**src/rtl/axi_rd_arbiter_if.sv**
```systemverilog
// rtl/axi_rd_arbiter_if.sv - AXI4 read-channel (AR + R) signal bundle with master/slave modports
interface axi_rd_arbiter_if #(
  parameter int ADDR_WIDTH = 32,
  parameter int DATA_WIDTH = 32,
  parameter int ID_WIDTH   = 4
);
  logic                  arvalid;
  logic                  arready;
  logic [ADDR_WIDTH-1:0] araddr;
  logic [ID_WIDTH-1:0]   arid;
  logic [7:0]            arlen;
  logic [2:0]            arsize;
  logic [1:0]            arburst;
  logic                  rvalid;
  logic                  rready;
  logic [DATA_WIDTH-1:0] rdata;
  logic [1:0]            rresp;
  logic                  rlast;
  logic [ID_WIDTH-1:0]   rid;

  // Issuer of read requests (drives AR payload and rready)
  modport master (
    output arvalid, araddr, arid, arlen, arsize, arburst, rready,
    input  arready, rvalid, rdata, rresp, rlast, rid
  );

  // Responder to read requests (drives arready and the R payload)
  modport slave (
    input  arvalid, araddr, arid, arlen, arsize, arburst, rready,
    output arready, rvalid, rdata, rresp, rlast, rid
  );
endinterface

```
**src/rtl/axi_rd_arbiter.sv**
```systemverilog
// rtl/axi_rd_arbiter.sv - two-master round-robin arbiter for AXI4 AR/R, one burst in flight
module axi_rd_arbiter #(
  parameter int ADDR_WIDTH = 32,
  parameter int DATA_WIDTH = 32,
  parameter int ID_WIDTH   = 4
) (
  input  logic              clk,
  input  logic              rst,
  axi_rd_arbiter_if.slave   m0,
  axi_rd_arbiter_if.slave   m1,
  axi_rd_arbiter_if.master  s
);

  typedef enum logic [1:0] {
    ST_IDLE = 2'd0,
    ST_AR   = 2'd1,
    ST_R    = 2'd2
  } state_t;

  state_t                state_q;
  state_t                state_d;

  // Winner of the current burst and the master preferred on the next tie
  logic                  grant_q;
  logic                  prio_q;

  // Registered AR payload presented to the slave
  logic [ADDR_WIDTH-1:0] ar_addr_q;
  logic [ID_WIDTH-1:0]   ar_id_q;
  logic [7:0]            ar_len_q;
  logic [2:0]            ar_size_q;
  logic [1:0]            ar_burst_q;

  logic                  sel;
  logic                  ar_hs;
  logic                  s_ar_hs;
  logic                  rready_sel;
  logic                  r_done;

  // Pick the requester: a lone requester wins, a tie goes to prio
  always_comb begin
    if (m0.arvalid && m1.arvalid) begin
      sel = prio_q;
    end else begin
      sel = m1.arvalid;
    end
  end

  // Handshake and burst-completion strobes shared by the FSM and datapath
  always_comb begin
    ar_hs      = rst && (state_q == ST_IDLE) && (m0.arvalid || m1.arvalid);
    s_ar_hs    = (state_q == ST_AR) && s.arready;
    rready_sel = grant_q ? m1.rready : m0.rready;
    r_done     = (state_q == ST_R) && s.rvalid && rready_sel && s.rlast;
  end

  // State register
  always_ff @(posedge clk or negedge rst) begin
    if (!rst) begin
      state_q <= ST_IDLE;
    end else begin
      state_q <= state_d;
    end
  end

  // Next-state: accept one request, forward it, then pass data until rlast
  always_comb begin
    state_d = state_q;
    case (state_q)
      ST_IDLE: if (ar_hs)   state_d = ST_AR;
      ST_AR:   if (s_ar_hs) state_d = ST_R;
      ST_R:    if (r_done)  state_d = ST_IDLE;
      default:              state_d = ST_IDLE;
    endcase
  end

  // Outputs: arready only in IDLE, AR valid in AR, R pass-through to the grantee in R
  always_comb begin
    m0.arready = 1'b0;
    m1.arready = 1'b0;
    s.arvalid  = 1'b0;
    s.rready   = 1'b0;
    m0.rvalid  = 1'b0;
    m0.rdata   = '0;
    m0.rresp   = 2'b00;
    m0.rlast   = 1'b0;
    m0.rid     = '0;
    m1.rvalid  = 1'b0;
    m1.rdata   = '0;
    m1.rresp   = 2'b00;
    m1.rlast   = 1'b0;
    m1.rid     = '0;
    case (state_q)
      ST_IDLE: begin
        // Gated by rst so requests are never acknowledged while held in reset
        m0.arready = rst && m0.arvalid && !sel;
        m1.arready = rst && m1.arvalid && sel;
      end
      ST_AR: begin
        s.arvalid = 1'b1;
      end
      ST_R: begin
        s.rready = rready_sel;
        if (!grant_q) begin
          m0.rvalid = s.rvalid;
          m0.rdata  = s.rdata;
          m0.rresp  = s.rresp;
          m0.rlast  = s.rlast;
          m0.rid    = s.rid;
        end else begin
          m1.rvalid = s.rvalid;
          m1.rdata  = s.rdata;
          m1.rresp  = s.rresp;
          m1.rlast  = s.rlast;
          m1.rid    = s.rid;
        end
      end
      default: ;
    endcase
  end

  assign s.araddr  = ar_addr_q;
  assign s.arid    = ar_id_q;
  assign s.arlen   = ar_len_q;
  assign s.arsize  = ar_size_q;
  assign s.arburst = ar_burst_q;

  // Latch the winner and its payload on accept; hand priority away after rlast
  always_ff @(posedge clk or negedge rst) begin
    if (!rst) begin
      grant_q    <= 1'b0;
      prio_q     <= 1'b0;
      ar_addr_q  <= '0;
      ar_id_q    <= '0;
      ar_len_q   <= 8'd0;
      ar_size_q  <= 3'd0;
      ar_burst_q <= 2'd0;
    end else begin
      if (ar_hs) begin
        grant_q    <= sel;
        ar_addr_q  <= sel ? m1.araddr  : m0.araddr;
        ar_id_q    <= sel ? m1.arid    : m0.arid;
        ar_len_q   <= sel ? m1.arlen   : m0.arlen;
        ar_size_q  <= sel ? m1.arsize  : m0.arsize;
        ar_burst_q <= sel ? m1.arburst : m0.arburst;
      end
      if (r_done) begin
        prio_q <= ~grant_q;
      end
    end
  end

endmodule

```
**src/flat_wrapper.sv**
```systemverilog
// flat-port wrapper written by rule: the top's interface ports become plain ports
module axi_rd_arbiter_flat 
#(
  parameter int ADDR_WIDTH = 32,
  parameter int DATA_WIDTH = 32,
  parameter int ID_WIDTH   = 4
)
  (clk, rst, m0_arvalid, m0_araddr, m0_arid, m0_arlen, m0_arsize, m0_arburst, m0_rready, m0_arready, m0_rvalid, m0_rdata, m0_rresp, m0_rlast, m0_rid, m1_arvalid, m1_araddr, m1_arid, m1_arlen, m1_arsize, m1_arburst, m1_rready, m1_arready, m1_rvalid, m1_rdata, m1_rresp, m1_rlast, m1_rid, s_arvalid, s_araddr, s_arid, s_arlen, s_arsize, s_arburst, s_rready, s_arready, s_rvalid, s_rdata, s_rresp, s_rlast, s_rid);
  axi_rd_arbiter_if #(.ADDR_WIDTH(ADDR_WIDTH), .DATA_WIDTH(DATA_WIDTH), .ID_WIDTH(ID_WIDTH)) m0_i ();
  axi_rd_arbiter_if #(.ADDR_WIDTH(ADDR_WIDTH), .DATA_WIDTH(DATA_WIDTH), .ID_WIDTH(ID_WIDTH)) m1_i ();
  axi_rd_arbiter_if #(.ADDR_WIDTH(ADDR_WIDTH), .DATA_WIDTH(DATA_WIDTH), .ID_WIDTH(ID_WIDTH)) s_i ();
  input  logic clk;
  input  logic rst;
  input wire logic [$bits(m0_i.arvalid)-1:0] m0_arvalid;
  input wire logic [$bits(m0_i.araddr)-1:0] m0_araddr;
  input wire logic [$bits(m0_i.arid)-1:0] m0_arid;
  input wire logic [$bits(m0_i.arlen)-1:0] m0_arlen;
  input wire logic [$bits(m0_i.arsize)-1:0] m0_arsize;
  input wire logic [$bits(m0_i.arburst)-1:0] m0_arburst;
  input wire logic [$bits(m0_i.rready)-1:0] m0_rready;
  output wire logic [$bits(m0_i.arready)-1:0] m0_arready;
  output wire logic [$bits(m0_i.rvalid)-1:0] m0_rvalid;
  output wire logic [$bits(m0_i.rdata)-1:0] m0_rdata;
  output wire logic [$bits(m0_i.rresp)-1:0] m0_rresp;
  output wire logic [$bits(m0_i.rlast)-1:0] m0_rlast;
  output wire logic [$bits(m0_i.rid)-1:0] m0_rid;
  input wire logic [$bits(m1_i.arvalid)-1:0] m1_arvalid;
  input wire logic [$bits(m1_i.araddr)-1:0] m1_araddr;
  input wire logic [$bits(m1_i.arid)-1:0] m1_arid;
  input wire logic [$bits(m1_i.arlen)-1:0] m1_arlen;
  input wire logic [$bits(m1_i.arsize)-1:0] m1_arsize;
  input wire logic [$bits(m1_i.arburst)-1:0] m1_arburst;
  input wire logic [$bits(m1_i.rready)-1:0] m1_rready;
  output wire logic [$bits(m1_i.arready)-1:0] m1_arready;
  output wire logic [$bits(m1_i.rvalid)-1:0] m1_rvalid;
  output wire logic [$bits(m1_i.rdata)-1:0] m1_rdata;
  output wire logic [$bits(m1_i.rresp)-1:0] m1_rresp;
  output wire logic [$bits(m1_i.rlast)-1:0] m1_rlast;
  output wire logic [$bits(m1_i.rid)-1:0] m1_rid;
  output wire logic [$bits(s_i.arvalid)-1:0] s_arvalid;
  output wire logic [$bits(s_i.araddr)-1:0] s_araddr;
  output wire logic [$bits(s_i.arid)-1:0] s_arid;
  output wire logic [$bits(s_i.arlen)-1:0] s_arlen;
  output wire logic [$bits(s_i.arsize)-1:0] s_arsize;
  output wire logic [$bits(s_i.arburst)-1:0] s_arburst;
  output wire logic [$bits(s_i.rready)-1:0] s_rready;
  input wire logic [$bits(s_i.arready)-1:0] s_arready;
  input wire logic [$bits(s_i.rvalid)-1:0] s_rvalid;
  input wire logic [$bits(s_i.rdata)-1:0] s_rdata;
  input wire logic [$bits(s_i.rresp)-1:0] s_rresp;
  input wire logic [$bits(s_i.rlast)-1:0] s_rlast;
  input wire logic [$bits(s_i.rid)-1:0] s_rid;
  assign m0_i.arvalid = m0_arvalid;
  assign m0_i.araddr = m0_araddr;
  assign m0_i.arid = m0_arid;
  assign m0_i.arlen = m0_arlen;
  assign m0_i.arsize = m0_arsize;
  assign m0_i.arburst = m0_arburst;
  assign m0_i.rready = m0_rready;
  assign m0_arready = m0_i.arready;
  assign m0_rvalid = m0_i.rvalid;
  assign m0_rdata = m0_i.rdata;
  assign m0_rresp = m0_i.rresp;
  assign m0_rlast = m0_i.rlast;
  assign m0_rid = m0_i.rid;
  assign m1_i.arvalid = m1_arvalid;
  assign m1_i.araddr = m1_araddr;
  assign m1_i.arid = m1_arid;
  assign m1_i.arlen = m1_arlen;
  assign m1_i.arsize = m1_arsize;
  assign m1_i.arburst = m1_arburst;
  assign m1_i.rready = m1_rready;
  assign m1_arready = m1_i.arready;
  assign m1_rvalid = m1_i.rvalid;
  assign m1_rdata = m1_i.rdata;
  assign m1_rresp = m1_i.rresp;
  assign m1_rlast = m1_i.rlast;
  assign m1_rid = m1_i.rid;
  assign s_arvalid = s_i.arvalid;
  assign s_araddr = s_i.araddr;
  assign s_arid = s_i.arid;
  assign s_arlen = s_i.arlen;
  assign s_arsize = s_i.arsize;
  assign s_arburst = s_i.arburst;
  assign s_rready = s_i.rready;
  assign s_i.arready = s_arready;
  assign s_i.rvalid = s_rvalid;
  assign s_i.rdata = s_rdata;
  assign s_i.rresp = s_rresp;
  assign s_i.rlast = s_rlast;
  assign s_i.rid = s_rid;
  axi_rd_arbiter #(.ADDR_WIDTH(ADDR_WIDTH), .DATA_WIDTH(DATA_WIDTH), .ID_WIDTH(ID_WIDTH)) u_core (.clk(clk), .rst(rst), .m0(m0_i), .m1(m1_i), .s(s_i));
endmodule
```
**config.mk**
```make
export PLATFORM = sky130hd
export DESIGN_NAME = axi_rd_arbiter_flat
export DESIGN_NICKNAME = d
export VERILOG_FILES = /design/src/rtl/axi_rd_arbiter_if.sv /design/src/rtl/axi_rd_arbiter.sv /design/src/flat_wrapper.sv
export SDC_FILE = /design/constraint.sdc
export NUM_CORES = 1
export LEC_CHECK = 0
export CAP_MARGIN = 20
export CORE_AREA = 2 2 106 108
export DETAILED_ROUTE_END_ITERATION = 8
export DIE_AREA = 0 0 108 110
export PLACE_DENSITY_LB_ADDON = 0.1
export SYNTH_ARGS = -nofsm -noshare
export SYNTH_HDL_FRONTEND = slang
export SYNTH_SLANG_ARGS = --single-unit
```
**constraint.sdc**
```tcl
create_clock -name clk -period 2.2 [get_ports clk]
set_clock_uncertainty 0.05 [all_clocks]
set_input_delay 0.55 -clock clk [delete_from_list [all_inputs] [get_ports clk]]
set_output_delay 0.55 -clock clk [all_outputs]
set_load 0.05 [all_outputs]
```
# Word level (Yosys, flattened, before mapping)
# Index checks and enable logic that the tools add are counted.
# totals
regBits	53
out_inout_bits	133
input_bits	145
# op_classes
muxes	35
n_reduce_logical	15
bitwise_logic	1
n_eq_ne	5
# op_table
operator	count
$mux W32	5
$mux W4	5
$mux W2	8
$mux W1	14
$logic_and A1 B1 Y1	11
$mux W8	1
$ne A2 B1 Y1 const B	3
$pmux W2 S3	1
$mux W3	1
$reduce_and A3 Y1	1
$eq A2 B1 Y1 const B	1
$eq A2 B2 Y1 const B	1
$logic_not A2 Y1	1
$logic_not A1 Y1	1
$logic_or A1 B1 Y1	1
$not A1 Y1	1

# Logic depth before layout (Yosys ltp)
# Gate-level depths: netlist (run 1).
# logic_depth
word_depth	6
depth_mapped	5
depth_no_buf	3

# Worst setup path before layout (run 1)
# Ideal clock, no wire load.
# synth_path
kind	input-to-output
from	in m0_arvalid
to	out m1_arready
slack_ns	-0.429
arrival_ns	2.029
path_buffers	2
t_required_ns	1.600
cell_stages	4
cell_sequence	nor2b_1 clkbuf_1 clkbuf_1 nor3_1
# synth_via
elab_chain_cells	4
# synth_lines
item	line	source
from (decl)	flat_wrapper.sv:14	input wire logic [$bits(m0_i.arvalid)-1:0] m0_arvalid;
$logic_and A1 B1 Y1	axi_rd_arbiter.sv:42	if (m0.arvalid && m1.arvalid) begin
$mux W1	axi_rd_arbiter.sv:42	
$logic_and A1 B1 Y1	axi_rd_arbiter.sv:97	m1.arready = rst && m1.arvalid && sel;
$mux W1	axi_rd_arbiter.sv:93	case (state_q)
to (decl)	flat_wrapper.sv:34	output wire logic [$bits(m1_i.arready)-1:0] m1_arready;
# Every way passes these cells.

# Worst setup path in the final report (run 1)
# layout_path
from	reg u_core.state_q[0]
to	out m1_rdata[31]
# layout_via
elab_chain_cells	2
# layout_lines
item	line	source
from (decl)	axi_rd_arbiter.sv:20	state_t state_q;
from (signal assigned)	axi_rd_arbiter.sv:62	state_q <= state_d;
$eq A2 B2 Y1	axi_rd_arbiter.sv:93	
$mux W32	axi_rd_arbiter.sv:93	
to (decl)	flat_wrapper.sv:36	output wire logic [$bits(m1_i.rdata)-1:0] m1_rdata;
# Every way passes these cells.

==> results of run 1 <==
==> metal layers <==
layer | global-route usage | wire, µm | share of wire | vias up
li1 | - | - | - | 1644
met1 | 0.2566 | 5288 | 0.38 | 1695
met2 | 0.4155 | 7373 | 0.53 | 150
met3 | 0.06408 | 1179 | 0.084 | 12
met4 | 0.04487 | 180 | 0.013 | 0
met5 | 0 | 0 | 0 | -
==> cells in the mapped netlist <==
library cell,instances,area (µm²)
clkbuf_1,24,90.09
a21bo_1,1,10.01
a2bb2oi_1,50,437.9
nor3b_1,1,7.510
nor2_1,6,22.52
a21boi_0,1,7.510
a21o_1,1,7.510
o21a_1,1,7.510
nand2_1,2,7.510
and2_1,80,500.5
dfrtp_1,53,1326
nand2b_1,1,6.260
mux2i_1,1,10.01
o32ai_1,49,429.2
buf_2,11,55.05
nand4b_1,1,8.760
o2bb2ai_1,1,8.760
a211o_1,1,8.760
nor3_1,1,5.000
inv_2,1,3.750
inv_1,2,7.510
nor3b_4,1,18.77
nor2b_1,2,12.51
==> cells in the final DEF (no fill, tap or decap) <==
| master | n |
|---|---|
| clkinvlp_4 | 1 |
| nor2b_4 | 1 |
| nand2_1 | 1 |
| buf_12 | 85 |
| nor2_2 | 2 |
| nor2b_1 | 1 |
| inv_1 | 2 |
| nor3_2 | 1 |
| o21a_2 | 1 |
| nand4b_1 | 1 |
| o32ai_1 | 49 |
| dfrtp_1 | 53 |
| clkbuf_8 | 5 |
| a21bo_1 | 1 |
| and2_4 | 29 |
| a21boi_0 | 1 |
| nor2_4 | 1 |
| buf_4 | 20 |
| a211o_1 | 1 |
| a2bb2oi_1 | 50 |
| nand2_2 | 1 |
| clkdlybuf4s50_1 | 185 |
| nor3b_4 | 1 |
| inv_2 | 1 |
| a21o_1 | 1 |
| o2bb2ai_1 | 1 |
| nor2_1 | 3 |
| nand2b_4 | 1 |
| clkbuf_1 | 2 |
| nor3b_1 | 1 |
| dlymetal6s2s_1 | 1 |
| and2_1 | 51 |
| mux2i_1 | 1 |
| bufbuf_16 | 1 |
| buf_2 | 1 |
| buf_6 | 2 |
==> path summary, 6_finish.rpt <==
kind                                          start                  end
worst min register to register  u_core.s.araddr[15]  u_core.s.araddr[15]
worst min-delay path                            rst       u_core.grant_q
min in group clk                u_core.s.araddr[15]  u_core.s.araddr[15]
worst max register to register        u_core.prio_q  u_core.s.arburst[1]
worst max-delay path              u_core.state_q[0]         m1_rdata[31]
max in group asynchronous                       rst     u_core.s.arid[2]
==> final cells by class <==
cell class / count / area [µm²] / share of cell area
Clock inverter: 1 / 7.507 / 0.001073
Tap cell: 140 / 175.2 / 0.02503
Multi-Input combinational cell: 201 / 1625 / 0.2323
Timing Repair Buffer: 295 / 3776 / 0.5396
Sequential cell: 53 / 1326 / 0.1895
Clock buffer: 7 / 76.32 / 0.01091
Inverter: 3 / 11.26 / 0.001609
==> cells by family after synthesis <==
group	share of synthesized area
buffers and inverters	0.05215
multiplexers	0.003338
AO/OA/AOI/OAI	0.3058
flip-flops	0.4422
AND/OR/NAND/NOR	0.1965
==> sequential cells by signal, summed over array words and instances (netlist names) <==
register          cells
u_core.s.arid         4
u_core.prio_q         1
u_core.s.arsize       3
u_core.state_q        2
u_core.grant_q        1
u_core.s.araddr      32
u_core.s.arlen        8
u_core.s.arburst      2
==> power breakdown <==
part	switching, mW	internal (mW)	leakage [nW]	total [mW]
clock network	0.310	0.226	0.0385	0.537
registers	0.267	1.42	0.576	1.69
logic	3.60	2.67	2.16	6.27
total	4.18	4.32	2.78	8.50
==> stage by stage <==
step | area, µm² | hold WS (ns) | setup TNS (ns) | setup WS (ns)
floorplan | 3007 | 0.2044 | -0.003461 | -0.003461
global placement | 6759 | 0.4691 | 0 | 0.008428
detailed placement | 6759 | 0.4778 | -1.415 | -0.05463
CTS | 6915 | 0.2036 | 0 | 0.003372
global route | 6998 | 0.2127 | -1.172 | -0.05961
finish | 6998 | 0.2093 | 0 | 0.02040
==> timing repair <==
| action | 4_1_cts | 5_1_grt |
|---|---|---|
| hold buffers | 0 | 0 |
| pin swaps | 0 | 11 |
| resized for setup | 5 | 32 |
| gates cloned | 1 | 0 |
| setup endpoints to repair | 41 | 56 |
| buffers inserted | 3 | 0 |
==> results_dict.tcl, run 1 <==
set metrics [dict create \
    run_status "complete, no violations" \
    ios 278 \
    leakage_nw 2.776 \
    wire_per_inst_um 20.03 \
    arrival_ns 1.58 \
    clk_pin_slew_ns 0.09 \
    maxSlewHeadroom 0.6366 \
    tritoncts "built" \
    syn_nets 437 \
    reg2reg_slack_ns 0.57 \
    layout-drive-gt1-share 0.2750 \
    cap_violations 0 \
    clk_latency_ns 0.29 \
    cts_buffers 5 \
    fillers 858 \
    antenna_cells 0 \
    firstDrtPassIters 4 \
    avgSynthCellArea_um2 10.27 \
    reg2reg_depth 4 \
    finalMaxSlewViolations 0 \
    path_cells "nand2b_4 -> nor2_4 -> bufbuf_16 -> and2_1 -> buf_12" \
    fp.dieArea_um2 11880 \
    drc 0 \
    syn_to_final_growth_pct 133.3 \
    htreeDepth 2 \
    critPathKind "reg2out" \
    netlist_instances 292 \
    critPathSlowestCell "dfrtp_1" \
    rows 38 \
    cp-start-kind "flop" \
    nets 704 \
    total_power_mw 8.500 \
    portBuffers 277 \
    min_path_type "in2async" \
    setup_viol 0 \
    critical_path_depth 5 \
    critPathMaxFanout 20 \
    period_share 0.9907 \
    synth.distinct_cells 23 \
    crit_buf_inv 2 \
    p_per_area_nw_per_um2 1215 \
    gr-total-overflow 0 \
    core_area_um2 10700 \
    final_cells 700 \
    antenna_found_initial 0 \
    end_kind "output pin" \
    ant_nets 0 \
    start_util 0.2804 \
    syn_area_um2 2999 \
    grtUsageTotal 0.2237 \
    critPathMaxStageDelay_ns 0.39 \
    critPathTopFamily "simple AND/OR/NAND/NOR gates" \
    ys_ff_latch 53 \
    tightest_slew_ns 0.5434 \
    hpwl_um 10860 \
    routed-via-count 3501 \
    rsz0062_at_grt "yes" \
    drt_first_iter_violations 149 \
    die_h_um 110 \
    dp_cells 688 \
    routabilityCongestion 0.7625 \
    final_util 0.6542 \
    yosysWarnings 0 \
    first_global_vias 3551 \
    fmax_mhz 458.8 \
    dieWidth_um 108 \
    min_period_ns 2.180 \
    clockBufferDepth 2 \
    grt_pass1_wl_um 20660 \
    seq_area_frac_synth 0.4422 \
    cp.required_ns 1.60 \
    drt_wl_total_um 14020 \
    vias_per_cell 5.001 \
    vdd_ir_drop_max_uv 705.9 \
    finalHoldViolations 0 \
    grt_max_degree 51 \
    cts.sinks 53 \
    clk_root_buffer_cell "clkbuf_8" \
]
Power figures use the tool's default switching activity.
==> run 2, diff against run 1 <==
--- a/config.mk
+++ b/config.mk
@@ -5,10 +5,11 @@
 export SDC_FILE = /design/constraint.sdc
 export NUM_CORES = 1
 export LEC_CHECK = 0
+export ABC_AREA = 1
 export CAP_MARGIN = 20
-export CORE_AREA = 2 2 106 108
+export CORE_MARGIN = 2
+export CORE_UTILIZATION = 30
 export DETAILED_ROUTE_END_ITERATION = 8
-export DIE_AREA = 0 0 108 110
 export PLACE_DENSITY_LB_ADDON = 0.1
 export SYNTH_ARGS = -nofsm -noshare
 export SYNTH_HDL_FRONTEND = slang
==> run 2 against run 1 <==
Compared with the run above: the run now ends with setup timing left; via count increased by 27%; combinational power increased by 2%; cell count increased by 46%; critical path depth unchanged; sequential share of layout area decreased by 1.9 points; first-iteration DRC count decreased by 10%; hold slack improved by 0.22 ns; clock-buffer cell count unchanged; non-clock buffer count decreased by 3; design area increased by 11%; sequential power about the same; maximum frequency decreased by 1.2%; critical endpoint unchanged.
==> results_dict.tcl, run 2 <==
set metrics [dict create \
    fp.dieArea_um2 13820 \
    grt_pass1_wl_um 23360 \
    start_util 0.3065 \
    synth.distinct_cells 22 \
    run_status "finished with violations" \
    routed-via-count 4443 \
    dp_cells 1011 \
    critPathKind "reg2out" \
    ys_ff_latch 53 \
    final_common_cell "clkdlybuf4s50_1" \
    synth_top_area_share 0.3429 \
    drt_wl_total_um 14140 \
    leakage_nw 3.974 \
    syn_nets 729 \
    finalMaxSlewViolations 0 \
    synth.largest_area_cell "dfrtp_1" \
    cts_buffers 5 \
    synthFlopType "dfrtp_1" \
    tightest_slew_ns 0.6569 \
    ios 278 \
    finalHoldViolations 0 \
    cts.sinks 53 \
    wire_per_inst_um 13.82 \
    avgSynthCellArea_um2 6.622 \
    largest_register_ffs 32 \
    seq_area_frac_synth 0.3429 \
    cp.required_ns 1.60 \
    fmax_mhz 453.5 \
    hpwl_um 11490 \
    maxSlewHeadroom 0.5621 \
    firstDrtPassIters 6 \
    setup_viol 2 \
    min_period_ns 2.205 \
    end_kind "output pin" \
    gr-total-overflow 0 \
    period_share 1.002 \
    clk_pin_slew_ns 0.07 \
    syn_to_final_growth_pct 101.4 \
    worst_slack_ns -0.005006 \
    die_h_um 117.5 \
    tritoncts "built" \
    drt_first_iter_violations 134 \
    htreeDepth 2 \
    yosys-top-cells-count "157 x nand2_1, 144 x inv_1, 83 x nor2_1" \
    dp_slack_ns 0.03881 \
    portBuffers 277 \
    yosysWarnings 0 \
    cts-hold-fix-buffers 0 \
    dieWidth_um 117.5 \
    arrival_ns 1.61 \
    p_per_area_nw_per_um2 1160 \
    synth_edf_count 0 \
    first_global_vias 4468 \
    final_cells 1023 \
    violations "setup timing" \
    cap_violations 0 \
    clk_root_buffer_cell "clkbuf_16" \
    drc 0 \
    routabilityCongestion 0.7966 \
    vias_per_cell 4.343 \
    clk_latency_ns 0.28 \
    layout_common_cells "184 x clkdlybuf4s50_1, 157 x nand2_1, 143 x inv_1, 90 x buf_12, 72 x nand3_1" \
    synth-async-reset-ratio 1.000 \
    tns_ns -0.006200 \
    nets 994 \
    yosys.cell_count.top_type "nand2_1" \
    rsz0062_at_grt "yes" \
    cp-start-kind "flop" \
    syn_area_um2 3867 \
    min_path_type "reg2reg" \
    critPathMaxFanout 40 \
    layout-drive-gt1-share 0.1988 \
    clockBufferDepth 2 \
    final_util 0.6171 \
    antenna_found_initial 1 \
    grtUsageTotal 0.2067 \
    total_power_mw 9.031 \
    synth.area.top_cells "dfrtp_1 34%, nand2_1 15%, inv_1 14%" \
    netlist_instances 584 \
    ant_nets 0 \
    rows 41 \
    grt_max_degree 54 \
    vdd_ir_drop_max_uv 631.0 \
    core_area_um2 12620 \
]
run 2: cell types whose count changed after synthesis, sizes merged, moves of 18 or more:
cell / change
a2bb2oi: -50
and2: -79
buf: +18
clkbuf: -20
inv: +141
nand2: +160
nand3: +99
nor2: +81
o32ai: -49
run 2: per-layer routing:
| metal | global-route usage | up-vias | routed length (µm) |
|---|---|---|---|
| met1 | 0.2374 | 2043 | 5595 |
| met2 | 0.3838 | 168 | 7324 |
| met5 | 0 | - | 0 |
| met3 | 0.05329 | 12 | 1018 |
| li1 | - | 2220 | - |
| met4 | 0.04593 | 0 | 195 |
run 2: critical path, cell delays in order, from the launching register on:
cell,delay [ns]
dfrtp_1,0.45
nor2_4,0.13
buf_12,0.14
nand2_8,0.18
nor2_1,0.25
buf_12,0.17
run 2: final timing paths:
kind | from | to | slack, ns | cells past startpoint
setup / recovery | u_core.state_q[0] | m1_rdata[31] | -0.005 | 5
min in group asynchronous | rst | u_core.s.araddr[11] | 0.49 | 2
setup reg to reg | u_core.prio_q | u_core.s.arlen[2] | 0.75 | 6
hold / removal | u_core.s.araddr[19] | u_core.s.araddr[19] | 0.43 | 2
max in group asynchronous | rst | u_core.state_q[1] | 1.17 | 2
hold reg to reg | u_core.s.araddr[19] | u_core.s.araddr[19] | 0.43 | 2
run 2: power by group:
| group | internal, mW | switching, mW | total (mW) |
|---|---|---|---|
| clock | 0.568 | 0.323 | 0.891 |
| sequential | 1.44 | 0.274 | 1.72 |
| combinational | 2.39 | 4.03 | 6.42 |
| total | 4.40 | 4.63 | 9.03 |
run 2: area by class of cell:
| type | instances | area [µm²] |
|---|---|---|
| timing repair buffer | 292 | 3779 |
| tap | 172 | 215.2 |
| antenna | 1 | 2.502 |
| inverter | 144 | 540.5 |
| clock inverter | 1 | 30.03 |
| clock buffer | 7 | 142.6 |
| fill | 1147 | 4832 |
| multi-input combinational | 353 | 1752 |
| sequential | 53 | 1326 |
run 2: cell families after synthesis:
kind of cell	count (synthesis)	synth area share
flops	53	0.3429
simple gates	351	0.4303
compound gates	2	0.003235
buf+inv	178	0.2236
run 2: through the flow:
step                      hold slack (ns)  cell area (µm²)
after floorplan                    0.2044             3870
after global placement             0.4115             7502
after detailed placement           0.4137             7502
after CTS                          0.4308             7745
after global routing               0.4523             7785
final                              0.4270             7787
run 2: repair_timing:
item                       CTS  global route
pin swaps                    1             1
setup buffers                3             0
gates resized for setup      9            14
setup endpoints to repair   80            81
==> run 3, diff against run 2 <==
--- a/config.mk
+++ b/config.mk
@@ -6,6 +6,7 @@
 export NUM_CORES = 1
 export LEC_CHECK = 0
 export ABC_AREA = 1
+export ABC_CLOCK_PERIOD_IN_PS = 2200
 export CAP_MARGIN = 20
 export CORE_MARGIN = 2
 export CORE_UTILIZATION = 30
==> results of run 3 <==
The final DEF is identical to that of run 2; final timing and power are the same.
